## config.mk

```make
export PLATFORM = sky130hd
export DESIGN_NAME = imm_gen_pipe
export DESIGN_NICKNAME = d
export VERILOG_FILES = /design/src/rtl/imm_gen_pipe.sv
export SDC_FILE = /design/constraint.sdc
export NUM_CORES = 1
export LEC_CHECK = 0
export ABC_AREA = 1
export CAP_MARGIN = 10
export CORE_AREA = 2 2 93 95
export CTS_CLUSTER_SIZE = 12
export DETAILED_ROUTE_END_ITERATION = 8
export DIE_AREA = 0 0 95 97
export GPL_TIMING_DRIVEN = 1
export HOLD_SLACK_MARGIN = 0.15
export PLACE_DENSITY = 0.93
export SYNTH_ARGS = -nofsm -noshare
export SYNTH_HDL_FRONTEND = slang
export SYNTH_SLANG_ARGS = --single-unit
```

## constraint.sdc

```tcl
create_clock -name clk -period 3.5 [get_ports clk]
set_input_delay 0.7 -clock clk [delete_from_list [all_inputs] [get_ports clk]]
set_output_delay 0.7 -clock clk [all_outputs]
set_load 0.01 [all_outputs]
```

## src/rtl/imm_gen_pipe.sv

```systemverilog
// imm_gen_pipe: RV32I/RV64I immediate decoder behind a two-entry skid buffer.
// Define IMM_GEN_ILLEGAL_DET_EN to flag unrecognised opcodes on the illegal output.
module imm_gen_pipe #(
  parameter int unsigned XLEN = 64
) (
  input  logic            clk,
  input  logic            rst_n,
  input  logic            in_valid,
  output logic            in_ready,
  input  logic [31:0]     instruction,
  output logic            out_valid,
  input  logic            out_ready,
  output logic [XLEN-1:0] imm_data,
  output logic [2:0]      imm_fmt,
  output logic            illegal
);

  localparam logic [6:0] OpLoad    = 7'b0000011;
  localparam logic [6:0] OpOpImm   = 7'b0010011;
  localparam logic [6:0] OpOpImm32 = 7'b0011011;
  localparam logic [6:0] OpJalr    = 7'b1100111;
  localparam logic [6:0] OpSystem  = 7'b1110011;
  localparam logic [6:0] OpStore   = 7'b0100011;
  localparam logic [6:0] OpBranch  = 7'b1100011;
  localparam logic [6:0] OpLui     = 7'b0110111;
  localparam logic [6:0] OpAuipc   = 7'b0010111;
  localparam logic [6:0] OpJal     = 7'b1101111;
  localparam logic [6:0] OpOp      = 7'b0110011;
  localparam logic [6:0] OpOp32    = 7'b0111011;

  localparam logic [2:0] FmtNone = 3'd0;
  localparam logic [2:0] FmtI    = 3'd1;
  localparam logic [2:0] FmtS    = 3'd2;
  localparam logic [2:0] FmtB    = 3'd3;
  localparam logic [2:0] FmtU    = 3'd4;
  localparam logic [2:0] FmtJ    = 3'd5;

  typedef struct packed {
    logic [XLEN-1:0] imm;
    logic [2:0]      fmt;
    logic            ill;
  } entry_t;

  typedef enum logic [1:0] {StEmpty, StOne, StFull} state_e;

  state_e      state_q, state_d;
  entry_t      out_q, out_d;
  entry_t      skid_q, skid_d;
  entry_t      dec;
  logic [31:0] imm32;
  logic        acc, drn;

  // Every format's immediate fits in 32 bits with inst[31] as its sign bit,
  // so decode at 32 bits and sign-extend once to XLEN.
  always_comb begin
    imm32   = '0;
    dec.fmt = FmtNone;
`ifdef IMM_GEN_ILLEGAL_DET_EN
    dec.ill = (instruction[1:0] != 2'b11);
`else
    dec.ill = 1'b0;
`endif
    case (instruction[6:0])
      OpLoad, OpOpImm, OpOpImm32, OpJalr, OpSystem: begin
        imm32   = {{20{instruction[31]}}, instruction[31:20]};
        dec.fmt = FmtI;
      end
      OpStore: begin
        imm32   = {{20{instruction[31]}}, instruction[31:25], instruction[11:7]};
        dec.fmt = FmtS;
      end
      OpBranch: begin
        imm32   = {{19{instruction[31]}}, instruction[31], instruction[7],
                   instruction[30:25], instruction[11:8], 1'b0};
        dec.fmt = FmtB;
      end
      OpLui, OpAuipc: begin
        imm32   = {instruction[31:12], 12'b0};
        dec.fmt = FmtU;
      end
      OpJal: begin
        imm32   = {{11{instruction[31]}}, instruction[31], instruction[19:12],
                   instruction[20], instruction[30:21], 1'b0};
        dec.fmt = FmtJ;
      end
      OpOp, OpOp32: begin
        dec.fmt = FmtNone;
      end
      default: begin
`ifdef IMM_GEN_ILLEGAL_DET_EN
        dec.ill = 1'b1;
`endif
      end
    endcase
    dec.imm = XLEN'($signed(imm32));
  end

  // Handshake flags come only from the state register, so out_ready never
  // reaches in_ready combinationally.
  assign in_ready  = (state_q != StFull);
  assign out_valid = (state_q != StEmpty);
  assign acc       = in_valid & in_ready;
  assign drn       = out_valid & out_ready;

  always_comb begin
    state_d = state_q;
    out_d   = out_q;
    skid_d  = skid_q;
    unique case (state_q)
      StEmpty: begin
        if (acc) begin
          out_d   = dec;
          state_d = StOne;
        end
      end
      StOne: begin
        if (acc && !drn) begin
          skid_d  = dec;
          state_d = StFull;
        end else if (acc && drn) begin
          out_d = dec;
        end else if (drn) begin
          state_d = StEmpty;
        end
      end
      StFull: begin
        if (drn) begin
          out_d   = skid_q;
          state_d = StOne;
        end
      end
      default: state_d = StEmpty;
    endcase
  end

  always_ff @(posedge clk or negedge rst_n) begin
    if (!rst_n) begin
      state_q <= StEmpty;
      out_q   <= '0;
      skid_q  <= '0;
    end else begin
      state_q <= state_d;
      out_q   <= out_d;
      skid_q  <= skid_d;
    end
  end

  assign imm_data = out_q.imm;
  assign imm_fmt  = out_q.fmt;
  assign illegal  = out_q.ill;

endmodule

```

# == Word-level counts from Yosys, hierarchy flattened ==
# Cells that the tools add are included.
# word_totals
register_bits,105
elab_cells,51
out_inout_bits,70
# op_classes
reduce_logical,11
n_eq_ne,19
mux,13
bitwise,2
# op_table
op,n
$mux 68,4
$pmux 68 s3,1
$pmux 32 s5,1
$eq 7x7->1 const B,4
$eq 7x5->1 const B,3
$pmux 3 s5,1
$eq 7x6->1 const B,2
$mux 2,5
$ne 2x2->1 const B,5
$eq 7x2->1 const B,1
$ne 3x3->1 const B,2
$pmux 2 s3,1
$reduce_and 5->1,1
$reduce_or 5->1,1
$reduce_and 4->1,1
$reduce_bool 3->1,1
$and 1x1->1,2
$eq 2x1->1 const B,1
$eq 2x2->1 const B,1
$logic_and 1x1->1,2
$logic_not 2->1,1
$reduce_and 2->1,1
$reduce_bool 2->1,1
$reduce_or 2->1,1
$logic_not 1->1,1

# == Logic depth before layout (Yosys ltp) ==
# Gate-level depths: netlist of run 1.
# logic_depth
depth_word,6
ltp_mapped,10
depth_no_buf,9

# == Worst setup path after synthesis of run 1 ==
# OpenSTA, ideal clock, no wires.
# synth_path
path_type,flip-flop to output port
startpoint,"register, netlist name imm_data[62]"
endpoint,output imm_data[32]
path_stages_with_launch,2
required_ps,2800
slack_ps,1715
arrival_ps,1085
cell_sequence,dfrtp_1 -> buf_4
# synth_lines
element,line_no,rtl
"end, declared",13,"output logic [XLEN-1:0] imm_data,"

==> impl_metrics.toml, run 1 <==
[worst_setup_path]
cp_slowest_stage_delay_ps = 880
r2r_cells = 8
startpoint_type = "flop"
endpoint_kind = "primary output"
slowest_stage = "dfrtp_1"
worst-path-buf-inv = 1
cp_top_family = "flip-flops"
critical_path_arrival_ps = 1910
r2r-start = "state_q[1]"
cp-startpoint = "imm_data[62]"
path_class = "reg -> out"
path_depth = 1
cp_max_fo = 34
worstPathRequired_ps = 2800
crit_path_cell_trace = "clkdlybuf4s50_1"

[die]
dieArea_sq_mm = 0.00922
fp.dieW_um = 95
start_util = 0.537
fp.coreArea_sq_mm = 0.00813
io_pins = 106
die-height_um = 97
num_rows = 33

[timing]
hold_viol = 0
layout_setup_ws_ps = 890
fin_setup_tns_ps = 0
rsz0062_at_grt = "false"
fin_crit_sh = 0.746
max_slew_margin = 0.451
holdWs_ps = 351
setup_violations = 0
slew_violations = 0
worst_pin_slew_ps = 824
fmax_mhz = 383
clock_skew_ps = 6.48
min_period_ps = 2610

[routing]
wl_met3_um = 898
viasPerCell = 5.36
drt_pass1_iterations = 5
top_layer_used = "met4"
routed_wl_um = 11300
first_iter_violations = 409
dr_wl_met2_um = 5380
met1_length_um = 4790
remaining_drc_errors = 0
num_vias = 4336
drtAntennaViolNets = 0
wire_per_inst_um = 13.9

[clock_network]
hold_buffers = 0
clk_pin_slew_worst_paths_ps = 80
clock-sinks = 72
clk_path_buf_depth = 2
clk_latency_ps = 350
cts-root-buf = "clkbuf_8"
cts_resized = 0
cts_setup_buffers = 0
htreeDepth = 3
cts_buffers = 9
cts_tree = "built"

[power]
powerDensity_mw_per_mm2 = 437
p_leak_uw = 0.00294
irDropWorstVdd_mv = 0.270

[placed_design]
place_congestion = 0.882
portBuffers = 104
dp_slack_ps = 645
dp.cells = 793
dp_hpwl_um = 7860
place_area_sq_mm = 0.00518

[grt]
antenna_found_initial = 0
grt_overflow = 0
grt_pass1_wl_um = 19300
grtUsageTotal = 0.258
grt_pass1_vias = 4059
grt_max_degree = 73

[cells_and_area]
final_cell_mix = "nand2_1 (224), clkdlybuf4s50_1 (103), nand3_1 (91)"
layout_commonest_cell = "nand2_1"
layoutNonFillerInstCount = 809
layout.nets = 735
drive_gt1_frac = 0.0582
antennaDiodeCount = 0
stdcell_area_sq_mm = 0.00536
area_delta_synth_final_pct = 22.7

[run]
cap_violations = 0

[yosys]
syn_area_per_cell_sq_um = 6.77
ys_seq_area_frac = 0.413
yosys_warnings = 0
yosysUniqueCellTypes = 25
synth_nets = 681
syn-instance-count = 645
ys_ff_latch = 72
syn_area_sq_mm = 0.00437

[status]
status = "finished, final reports clean"

[worst_hold_path]
min_path_type = "in -> async"
==> power by group <==
group / leakage (uW) / internal (uW) / total, uW / switching (uW)
logic: 0.00189 / 355 / 719 / 363
registers: 0.000970 / 951 / 1030 / 79.4
clock network: 0.0000813 / 274 / 593 / 319
total: 0.00294 / 1580 / 2340 / 761
==> per-stage QoR <==
stage / util / power [uW]
final: 0.659 / 2340
after global routing: 0.659 / 2480
after CTS: 0.659 / 2350
after global placement: 0.637 / 1740
after detailed placement: 0.637 / 1760
after floorplan: - / 1450
==> sequential cells by signal (all words and copies together) (netlist names) <==
signal and count:
skid_q 35, imm_fmt 3, imm_data 32, state_q 2
==> routing by layer <==
metal | vias to the layer above | global-route usage
met1 | 1993 | 0.360
met3 | 20 | 0.0514
met2 | 229 | 0.406
li1 | 2094 | -
met4 | 0 | 0.0780
met5 | - | 0
==> cells in the mapped netlist, drive strengths merged <==
cell type	count	share of area
a21oi	23	0.026
a31oi	6	0.0086
and2	1	0.0014
buf	65	0.097
clkbuf	8	0.0069
conb	1	0.00086
dfrtp	72	0.41
inv	42	0.036
nand2	228	0.20
nand3	92	0.11
nor2	80	0.072
o21ai	24	0.028
o31ai	1	0.0017
or2	2	0.0029
==> path summary, 6_finish.rpt <==
check | slack (ps) | to
worst max-delay path | 890 | imm_data[43]
worst min-delay path | 350 | skid_q[18]
worst max register to register | 1170 | imm_data[15]
worst min register to register | 490 | imm_data[8]
max in group asynchronous | 2810 | imm_data[12]
min in group clk | 490 | imm_data[8]
==> cells by family after synthesis <==
logic type,Yosys count,synth area share
compound gates,54,0.0642
simple gates,403,0.382
flops,72,0.413
buf+inv,115,0.140
other cells,1,0.000859
==> final cells by class <==
cell class | instances | area [sq um]
Tap cell | 105 | 131
Multi-Input combinational cell | 458 | 1950
Fill cell | 669 | 2780
Clock buffer | 11 | 141
Timing Repair Buffer | 116 | 1140
Sequential cell | 72 | 1800
Clock inverter | 5 | 32.5
Inverter | 42 | 158
No activity file was read; power rests on OpenSTA's default activity.
==> inputs of run 2 (changes only) <==
- CORE_AREA: 2 2 93 95 -> 2 2 102 104
- DIE_AREA: 0 0 95 97 -> 0 0 104 106
- PLACE_DENSITY: 0.93 -> 0.83
- clock period: 3.5 -> 2.25 ns (I/O delays scaled with it)
==> impl_metrics.toml, run 2 (synthesis results as in run 1) <==
[status]
status = "finished, final reports clean"

[routing]
wire_per_inst_um = 13.5
remaining_drc_errors = 0
viasPerCell = 5.07
drt_pass1_iterations = 6
first_iter_violations = 414
num_vias = 4301
routed_wl_um = 11500
drtAntennaViolNets = 0

[die]
start_util = 0.437
dieArea_sq_mm = 0.0110
fp.dieW_um = 104
num_rows = 37
die-height_um = 106
io_pins = 106
fp.coreArea_sq_mm = 0.0100

[timing]
setup_violations = 0
rsz0062_at_grt = "false"
min_period_ps = 2050
fmax_mhz = 488
hold_viol = 0
fin_crit_sh = 0.911
layout_setup_ws_ps = 200
slew_violations = 0
clock_skew_ps = 12.7

[clock_network]
cts_buffers = 9
htreeDepth = 3
cts_tree = "built"
clock-sinks = 72
cts-root-buf = "clkbuf_8"
clk_path_buf_depth = 2
clk_pin_slew_worst_paths_ps = 70
cts_resized = 0
clk_latency_ps = 370

[cells_and_area]
largest_reg_flops = 35
layout.nets = 743
utilization = 0.552
final_cell_mix = "nand2_1 (224), clkdlybuf4s50_1 (103), nand3_1 (91)"
area_delta_synth_final_pct = 26.3
antennaDiodeCount = 0
fill_cells = 961
multiInputGateArea_sq_mm = 0.00195
top_register = "skid_q"
drive_gt1_frac = 0.0688
layout_commonest_cell = "nand2_1"
seqCellArea_sq_mm = 0.00180

[power]
p_clk_frac = 0.275
p_switching_uw = 1200
p_leak_uw = 0.00302
seqPwrFrac = 0.419
p_comb_frac = 0.306
powerDensity_mw_per_mm2 = 683
intPower_uw = 2560
irDropWorstVdd_mv = 0.391
p_sw_frac = 0.320

[worst_setup_path]
timing.rr.end = "imm_data[11]"
r2r_cells = 8
reg2reg_setup_slack_ps = 770
endpoint_kind = "primary output"
critical_path_arrival_ps = 1600
path_class = "reg -> out"
cp_max_fo = 33
worstPathRequired_ps = 1800
r2r-start = "state_q[1]"
startpoint_type = "flop"

[placed_design]
portBuffers = 104
dp_hpwl_um = 8050
dp_slack_ps = -29.3
place_congestion = 0.835

[run]
cap_violations = 0

[grt]
grt_pass1_vias = 3875
grt_max_degree = 71
antenna_found_initial = 0
grt_overflow = 0
grtUsageTotal = 0.213
grt_pass1_wl_um = 19000

[worst_hold_path]
hold_depth = 2
min_path_type = "reg -> reg"
whs_endpoint = "imm_data[12]"
hp-start = "imm_data[12]"
==> run 2: power by group through the flow <==
| stage | Clock (uW) | Combinational [uW] | Sequential [uW] |
|---|---|---|---|
| after global routing | 1110 | 1260 | 1600 |
| final | 1040 | 1150 | 1580 |
| after CTS | 1050 | 1160 | 1580 |
| after floorplan | 0 | 605 | 1650 |
| after detailed placement | 0 | 1150 | 1600 |
| after global placement | 0 | 1130 | 1590 |
==> run 2: how the worst max path moves through the flow <==
stage	startpoint	to	slack (ps)
finish	imm_data[62]	imm_data[42]	200
global route	imm_data[62]	imm_data[42]	100
CTS	imm_data[62]	imm_data[42]	160
detailed placement	instruction[6]	skid_q[10]	-30
global placement	instruction[6]	skid_q[14]	20
floorplan	imm_data[62]	imm_data[32]	710
==> run 2: per-stage QoR <==
step,power [uW],instance area [sq um],cells,setup TNS (ps),hold slack (ps)
3_5_place_dp,2760,5310,831,-56.9,376
6_report,3770,5520,848,0,482
3_3_place_gp,2720,5310,831,0,376
2_1_floorplan,2260,4370,645,0,154
5_1_grt,3970,5520,848,0,504
4_1_cts,3790,5520,848,0,487
==> run 2: timing repair <==
action                                 CTS  global route
endpoints found under the hold margin   14             0
hold buffers                             1             0
setup buffers                            0             0
==> run 2: critical path: stages (launching register included) <==
cell,delay (ps)
dfrtp_1,370
buf_4,280
clkdlybuf4s50_1,590
==> run 2: per-layer routing <==
layer | track usage | share of wire | vias to the layer above
met3 | 0.0448 | 0.076 | 20
met5 | 0 | 0 | -
met1 | 0.290 | 0.44 | 1972
li1 | - | - | 2112
met2 | 0.337 | 0.47 | 197
met4 | 0.0763 | 0.022 | 0
==> run 2: area by class of cell <==
cell class	count	share of cell area
Multi-Input combinational cell	458	0.354
Sequential cell	72	0.327
Timing Repair Buffer	124	0.225
Tap cell	136	0.0308
Inverter	42	0.0286
Clock buffer	9	0.0225
Clock inverter	7	0.0129
==> inputs of run 3 (changes only) <==
- ABC_AREA: 1 -> unset
- CELL_PAD_IN_SITES_DETAIL_PLACEMENT: unset -> 1
- CELL_PAD_IN_SITES_GLOBAL_PLACEMENT: unset -> 2
- CORE_AREA: 2 2 102 104 -> 2 2 125 127
- DIE_AREA: 0 0 104 106 -> 0 0 127 129
- PLACE_DENSITY: 0.83 -> 0.82
==> impl_metrics.toml, run 3 <==
[clock_network]
clk_pin_slew_worst_paths_ps = 60
clk_latency_ps = 330
clk_path_buf_depth = 2
cts-root-buf = "clkbuf_16"
clock-sinks = 72
htreeDepth = 3
cts_buffers = 9
cts_tree = "built"

[worst_setup_path]
endpoint_kind = "primary output"
worstPathRequired_ps = 1800
path_class = "reg -> out"
startpoint_type = "flop"
cp_max_fo = 5
critical_path_arrival_ps = 1610

[cells_and_area]
drive_gt1_frac = 0.145
utilization = 0.346
largest_reg_flops = 35
layoutNonFillerInstCount = 685
layout.nets = 528
area_delta_synth_final_pct = 41.1
top_register = "skid_q"
final_cell_mix = "clkdlybuf4s50_1 (103), dfrtp_1 (72), nand2_1 (55)"
layout_commonest_cell = "clkdlybuf4s50_1"
antennaDiodeCount = 0

[timing]
max_slew_margin = 0.640
setup_violations = 0
clock_skew_ps = 4.73
fmax_mhz = 485
fin_crit_sh = 0.916
holdWs_ps = 473
hold_viol = 0
min_period_ps = 2060
worst_pin_slew_ps = 537
slew_violations = 0
rsz0062_at_grt = "false"

[die]
fp.coreArea_sq_mm = 0.0150
num_rows = 45
dieArea_sq_mm = 0.0164
start_util = 0.246
die-height_um = 129
fp.dieW_um = 127
io_pins = 106

[power]
p_sw_frac = 0.294
seqPwrFrac = 0.366
irDropWorstVdd_mv = 0.333
p_clk_frac = 0.324
p_switching_uw = 1390
p_total_uw = 4720
intPower_uw = 3330
p_comb_frac = 0.310
powerDensity_mw_per_mm2 = 909
p_leak_uw = 0.00219

[yosys]
synth-edff-count = 0
async_reset_ff_frac = 1.00
synth_common_cells = "dfrtp_1 (72), nand2_1 (55), nor2_1 (40)"
yosysMostFrequentCell = "dfrtp_1"
syn-instance-count = 403
ys_ff_latch = 72
yosys_warnings = 0
syn_area_sq_mm = 0.00368
syn_area_per_cell_sq_um = 9.12
synth_flop_cell = "dfrtp_1"
synth_top_area_frac = 0.490
yosysUniqueCellTypes = 45
ys_seq_area_frac = 0.490
synth_nets = 439
synth.area.top_cells = "dfrtp_1 (49%), buf_4 (6.7%), nand2_1 (5.6%)"
yosysTopAreaCell = "dfrtp_1"

[routing]
remaining_drc_errors = 0
drt_pass1_iterations = 5
first_iter_violations = 147
wire_per_inst_um = 16.7
drtAntennaViolNets = 0
viasPerCell = 4.79
routed_wl_um = 11500
num_vias = 3280

[grt]
grt_overflow = 0
grt_pass1_wl_um = 19100
grtUsageTotal = 0.148
antenna_found_initial = 0
grt_max_degree = 56
grt_pass1_vias = 3550

[worst_hold_path]
min_path_type = "reg -> reg"

[status]
status = "finished, final reports clean"

[placed_design]
dp_hpwl_um = 8280
place_congestion = 0.881
portBuffers = 104
dp.cells = 667

[run]
cap_violations = 0
==> run 3: worst paths after layout <==
| path | startpoint | to | slack (ps) | cells past startpoint |
|---|---|---|---|---|
| worst max-delay path | state_q[1] | in_ready | 190 | 3 |
| worst min-delay path | skid_q[1] | skid_q[1] | 470 | 2 |
| worst max register to register | state_q[1] | imm_data[28] | 460 | 6 |
| worst min register to register | skid_q[1] | skid_q[1] | 470 | 2 |
| max in group asynchronous | rst_n | skid_q[20] | 990 | 3 |
| min in group asynchronous | rst_n | imm_data[29] | 610 | 2 |
==> run 3: metrics by stage <==
stage / setup TNS, ps / worst slack [ps] / cell area (sq um)
floorplan: 0 / 563 / 3680
global placement: -1260 / -102 / 4850
detailed placement: -3320 / -226 / 4850
CTS: 0 / 119 / 5180
global route: 0 / 63.0 / 5190
finish: 0 / 190 / 5190
==> run 3: what timing repair did <==
action | 4_1_cts | 5_1_grt
hold buffers | 1 | 0
setup buffers | 1 | 0
endpoints found under the hold margin | 17 | 0
endpoints found under the setup margin | 1 | 2
resized for setup | 0 | 1
==> run 3: final cells by class <==
| type | instances | area, sq um |
|---|---|---|
| clock buffer | 10 | 239 |
| timing repair buffer | 138 | 1330 |
| inverter | 1 | 3.75 |
| tap | 188 | 235 |
| multi-input combinational | 270 | 1490 |
| sequential | 72 | 1800 |
| fill | 1719 | 9790 |
| clock inverter | 6 | 82.6 |
==> run 3: worst max-delay path: stages, from the launching register on <==
cell             delay [ps]
dfrtp_1                 420
nor2b_1                 170
inv_2                   120
clkdlybuf4s50_1         560
==> run 3: routing by layer <==
metal / share of wire / wire (um) / vias up / GRT usage
met5: 0 / 0 / - / 0
met4: 0.011 / 125 / 0 / 0.0414
met1: 0.45 / 5140 / 1633 / 0.187
met3: 0.034 / 392 / 13 / 0.0374
met2: 0.51 / 5790 / 81 / 0.252
li1: - / - / 1553 / -
==> run 3: cells by family after synthesis <==
group           synth area share
simple gates               0.162
mux                      0.00272
compound gates             0.239
flops                      0.490
other cells              0.00102
buf+inv                    0.105
==> run 3: power groups by stage <==
| stage | sequential (uW) | combinational [uW] | clock [uW] |
|---|---|---|---|
| after global routing | 1770 | 1590 | 1640 |
| final | 1730 | 1460 | 1530 |
| after global placement | 1730 | 1430 | 0 |
| after floorplan | 1780 | 761 | 0 |
| after CTS | 1730 | 1490 | 1580 |
| after detailed placement | 1750 | 1480 | 0 |
